**src/rtl/pipe_stall_ctrl_pkg.sv**
```systemverilog
// Shared encodings and widths for the pipeline stall controller and its helpers.
package pipe_stall_ctrl_pkg;

  typedef enum logic [1:0] {
    RUN      = 2'd0,
    DIV_WAIT = 2'd1,
    FLUSH    = 2'd2
  } state_e;

  localparam logic [31:0] NOP_INSTR      = 32'b0;
  localparam int          DIV_CYCLES_MAX = 64;
  localparam int          DIV_CNT_W      = $clog2(DIV_CYCLES_MAX);
  localparam int          LW_RUN_W       = 2;

  // The start cycle and the div_cnt==0 cycle both freeze, hence the -2.
  function automatic logic [DIV_CNT_W-1:0] div_load(input int cycles);
    return DIV_CNT_W'(cycles - 2);
  endfunction

endpackage

```
**src/rtl/pipe_stall_ctrl_stall_sat_counter.sv**
```systemverilog
// Up-counter with synchronous clear and enable that holds at all-ones.
module stall_sat_counter #(
  parameter int W = 4
) (
  input  logic         clk,
  input  logic         rst,
  input  logic         clr,
  input  logic         en,
  output logic [W-1:0] cnt
);

  logic [W-1:0] cnt_q, cnt_d;

  always_comb begin
    cnt_d = cnt_q;
    if (clr) begin
      cnt_d = '0;
    end else if (en && (cnt_q != '1)) begin
      cnt_d = cnt_q + 1'b1;
    end
  end

  always_ff @(posedge clk) begin
    if (rst) begin
      cnt_q <= '0;
    end else begin
      cnt_q <= cnt_d;
    end
  end

  assign cnt = cnt_q;

endmodule

```
**src/rtl/pipe_stall_ctrl.sv**
```systemverilog
// Turns hazard/flush/MDU events into per-stage enables, flushes and bubbles,
// and owns the divide-wait FSM, load-stall watchdog and stall counter.
module pipe_stall_ctrl
  import pipe_stall_ctrl_pkg::*;
#(
  parameter int DIV_CYCLES   = 32,
  parameter int MAX_LW_STALL = 2,
  parameter int DELAY_SLOT   = 1,
  parameter int CNT_W        = 32
) (
  input  logic             clk,
  input  logic             rst,
  input  logic             lw_conf,
  input  logic             branch_taken,
  input  logic             mdu_start,
  input  logic             mdu_is_div,
  input  logic             exc_flush,
  output logic             pc_we,
  output logic             ifid_we,
  output logic             ifid_flush,
  output logic             idexe_we,
  output logic             idexe_flush,
  output logic             exemem_bubble,
  output logic             mdu_busy,
  output logic             mdu_done,
  output logic             lw_stall_err,
  output logic [CNT_W-1:0] stall_cnt
);

  localparam logic [LW_RUN_W-1:0]  LW_MAX    = LW_RUN_W'(MAX_LW_STALL);
  localparam logic [DIV_CNT_W-1:0] DIV_START = div_load(DIV_CYCLES);

  state_e                state_q, state_d;
  logic [DIV_CNT_W-1:0]  div_cnt_q, div_cnt_d;
  logic                  lw_stall_err_q, lw_stall_err_d;
  logic [LW_RUN_W-1:0]   lw_run;
  logic                  lw_stall;

  always_comb begin
    state_d        = state_q;
    div_cnt_d      = div_cnt_q;
    lw_stall_err_d = lw_stall_err_q;
    lw_stall       = 1'b0;
    pc_we          = 1'b1;
    ifid_we        = 1'b1;
    idexe_we       = 1'b1;
    ifid_flush     = 1'b0;
    idexe_flush    = 1'b0;
    exemem_bubble  = 1'b0;
    mdu_done       = 1'b0;
    mdu_busy       = (state_q == DIV_WAIT);

    if (rst) begin
      mdu_busy = 1'b0;
    end else if (exc_flush) begin
      ifid_flush    = 1'b1;
      idexe_flush   = 1'b1;
      exemem_bubble = 1'b1;
      state_d       = FLUSH;
      div_cnt_d     = '0;
    end else if ((state_q == DIV_WAIT) || ((state_q == RUN) && mdu_start && mdu_is_div)) begin
      pc_we         = 1'b0;
      ifid_we       = 1'b0;
      idexe_we      = 1'b0;
      exemem_bubble = 1'b1;
      if (state_q == RUN) begin
        div_cnt_d = DIV_START;
        state_d   = DIV_WAIT;
      end else if (div_cnt_q == '0) begin
        mdu_done = 1'b1;
        state_d  = RUN;
      end else begin
        div_cnt_d = div_cnt_q - 1'b1;
      end
    end else if (state_q != RUN) begin
      // FLUSH is a single quiet cycle; hazards are re-evaluated once back in RUN.
      state_d = RUN;
    end else if (lw_conf) begin
      lw_stall    = 1'b1;
      pc_we       = 1'b0;
      ifid_we     = 1'b0;
      idexe_flush = 1'b1;
      if (lw_run >= LW_MAX) begin
        lw_stall_err_d = 1'b1;
      end
    end else if (branch_taken && (DELAY_SLOT == 0)) begin
      ifid_flush = 1'b1;
    end
  end

  always_ff @(posedge clk) begin
    if (rst) begin
      state_q        <= RUN;
      div_cnt_q      <= '0;
      lw_stall_err_q <= 1'b0;
    end else begin
      state_q        <= state_d;
      div_cnt_q      <= div_cnt_d;
      lw_stall_err_q <= lw_stall_err_d;
    end
  end

  assign lw_stall_err = lw_stall_err_q;

  // Frozen cycles with lw_conf high neither count nor clear the run.
  stall_sat_counter #(.W(LW_RUN_W)) u_lw_run (
    .clk (clk),
    .rst (rst),
    .clr (~lw_conf),
    .en  (lw_stall),
    .cnt (lw_run)
  );

  stall_sat_counter #(.W(CNT_W)) u_stall_cnt (
    .clk (clk),
    .rst (rst),
    .clr (1'b0),
    .en  (~pc_we),
    .cnt (stall_cnt)
  );

endmodule

```
**config.mk**
```make
export PLATFORM = sky130hd
export DESIGN_NAME = pipe_stall_ctrl
export DESIGN_NICKNAME = d
export VERILOG_FILES = /design/src/rtl/pipe_stall_ctrl_pkg.sv /design/src/rtl/pipe_stall_ctrl_stall_sat_counter.sv /design/src/rtl/pipe_stall_ctrl.sv
export SDC_FILE = /design/constraint.sdc
export NUM_CORES = 1
export LEC_CHECK = 0
export ABC_AREA = 1
export CORE_ASPECT_RATIO = 1.2
export CORE_MARGIN = 5
export CORE_UTILIZATION = 50
export CTS_BUF_LIST = sky130_fd_sc_hd__clkbuf_4 sky130_fd_sc_hd__clkbuf_8
export CTS_CLUSTER_SIZE = 30
export DETAILED_ROUTE_END_ITERATION = 6
export PLACE_DENSITY = 0.79
export SLEW_MARGIN = 20
export SYNTH_ARGS = -nofsm -noshare
export SYNTH_HDL_FRONTEND = slang
export SYNTH_SLANG_ARGS = --single-unit
```
**constraint.sdc**
```tcl
create_clock -name clk -period 1.9 [get_ports clk]
set_clock_uncertainty 0.15 [all_clocks]
set_input_delay 0.57 -clock clk [delete_from_list [all_inputs] [get_ports clk]]
set_output_delay 0.57 -clock clk [all_outputs]
set_load 0.05 [all_outputs]
```
==> metrics.md <==
| Metric | Value |
|---|---|
| Crit path kind | `primary input to primary output` |
| Max_cap viols | `0` |
| Routed len/inst | `14.6 µm` |
| RSZ-0062 raised after global routing | `true` |
| PD cells | `430 nW/µm²` |
| Most instantiated cells after synthesis | `nand2_1 (148), nor2_1 (74), dfxtp_1 (43)` |
| Die Width | `78.5 µm` |
| Detailed placer's ending HPWL | `6240 µm` |
| Distinct cells, synth | `29` |
| Core Region | `5560 µm²` |
| Setup slack after layout | `-0.291 ns` |
| Post-Syn Instances | `434` |
| Layout Area Growth over Synthesis | `58.7%` |
| Setup crit end kind | `primary output` |
| Critical Path Start Type | `primary input` |
| Syn avg cell area | `6.49 µm²` |
| Inst Count DP | `578` |
| Top FF cell, synth | `dfxtp_1` |
| Grt ovf | `0` |
| CP Max Fanout | `3` |
| DR pass1 iterations | `5` |
| CTS H-Tree Depth | `2` |
| Worst vdd ir | `0.000293 V` |
| Diodes inserted | `0` |
| Remaining antenna violation count | `0` |
| Rel. slew slack | `68.4%` |
| Measured slew at the worst slew-check pin | `0.474 ns` |
| Post-CTS Hold Fix Bufs | `0` |
| Initial core utilization | `50.7%` |
| Full die area | `7240 µm²` |
| Nets | `547` |
| Cells on worst reg2reg path | `9` |
| First-pass GRT wire length | `14200 µm` |
| Clk buf depth | `2` |
| WHS Path Cells | `2` |
| CTS Root Cell | `clkbuf_8` |
| Clock Pin Slew Worst Setup and Hold Paths | `0.08 ns` |
| Setup violators final | `8` |
| Failing checks | `setup timing` |
| Synth top area share | `30.6%` |
| Fin crit share | `115%` |
| P_leak | `1.76 nW` |
| RePlAce Congestion | `0.929` |
| Core Rows | `30` |
| DRC viols | `0` |
| Total CTS buffers | `5` |
| Vias | `3129` |
| Setup TNS | `-1.40 ns` |
| Largest net degree at the start of global routing | `30` |
| Cell area after layout | `4470 µm²` |
| Most frequent cell after synthesis | `nand2_1` |
| Highest clock rate | `456 MHz` |
| Final hold violations | `0` |
| Synth area leaders | `dfxtp_1 (31%), nand2_1 (20%), nor2_1 (9.9%)` |
| Crit path DAT | `1.47 ns` |
| Worst min path class | `flip-flop to flip-flop` |
| Yosys warning total | `0` |
| Io pins | `48` |
| Netlist Area Pre-Place | `2820 µm²` |
| Post-synthesis sequential area ratio | `30.6%` |
| Syn nets | `446` |
| CTS tree | `built` |
| Fraction of registers with async set/reset | `0%` |
| Gr usage total | `24.5%` |
| Max-slew violation count | `0` |
| Drt total wl | `8770 µm` |
| Total power draw | `1.92 mW` |
| Final hold slack | `0.317 ns` |
| Final Non-Filler Cells | `600` |
| EDFF count, synth | `0` |
| Die Y | `92.2 µm` |
| Vias per inst | `5.22` |
| Share of post-route cells with drive strength above 1 | `40.9%` |
| Initial DRC count | `185` |
| Worst-skew pair later-pin latency | `0.30 ns` |
| Initial antenna violation count | `0` |
| Input/output buffers | `46` |
| Dpl cell area | `4130 µm²` |
| Pre-CTS WS | `-0.699 ns` |
| Util after Layout | `80.5%` |
| Synthesized flop and latch total | `43` |
| Clock Sinks | `43` |
| Minimum clock period | `2.19 ns` |
| CP required | `1.18 ns` |
| Status | `finished with violations` |
| Number of global-route vias before repair | `3171` |
| Area leader, netlist | `dfxtp_1` |
## routing by layer
layer  track usage [%]  vias up  share of wire (%)
li1                  -     1551                  -
met1              26.0     1449                 38
met2              45.3      100                 54
met3              3.83       29                4.3
met4              13.3        0                3.6
met5                 0        -                  0
## cells in the final DEF (no fill, tap or decap), types with 7 or more instances in the layout
cell,count
xor2_1,11
clkbuf_8,7
buf_6,8
buf_12,40
nand2_2,13
dfxtp_1,11
dfxtp_2,28
nand3_1,14
nand4_1,7
inv_1,32
a21oi_2,25
buf_4,51
nand2_1,142
nor2_1,68
xnor2_1,7
## state kept, by name, summed over array words and instances, names as in the netlist
register,count
u_stall_cnt.cnt,32
lw_stall_err,1
div_cnt_q,6
state_q,2
u_lw_run.cnt,2
## worst paths after layout
check               start  slack [ns]             endpoint
min          div_cnt_q[5]        0.32         div_cnt_q[5]
max             mdu_start       -0.29              ifid_we
max reg2reg    state_q[0]        0.05  u_stall_cnt.cnt[11]
min reg2reg  div_cnt_q[5]        0.32         div_cnt_q[5]
## kinds of logic (layout without fill, tap and decap cells)
family,after synthesis,in the layout,synth area share (%)
simple gates,275,275,42.2
buf+inv,50,152,8.35
compound gates,43,43,11.1
flops,43,43,30.6
xor+xnor,18,18,5.59
fa+ha+maj,5,5,2.22
## where the power goes
| group | switching [mW] | internal [mW] |
|---|---|---|
| Clock | 0.316 | 0.346 |
| Sequential | 0.0104 | 0.906 |
| Combinational | 0.198 | 0.148 |
| Total | 0.524 | 1.40 |
## final cells by class
| class | instances | area (µm²) |
|---|---|---|
| well taps | 64 | 80.1 |
| inverters | 40 | 165 |
| multi-input cells | 341 | 1880 |
| flip-flops and latches | 43 | 911 |
| fillers | 360 | 1080 |
| repair buffers | 104 | 1330 |
| clock buffers | 8 | 104 |
## critical path: stages
cell	delay, ns
buf_8	0.07
nand2_4	0.06
a21oi_4	0.28
nand2_8	0.11
nand2_8	0.08
clkinvlp_4	0.12
buf_12	0.17
## repair_timing
item / CTS / global route
endpoints found under the setup margin: 47 / 44
pin swaps: 13 / 10
buffers inserted: 6 / 9
gates resized for setup: 37 / 24
(Power assumes the default switching activity.)
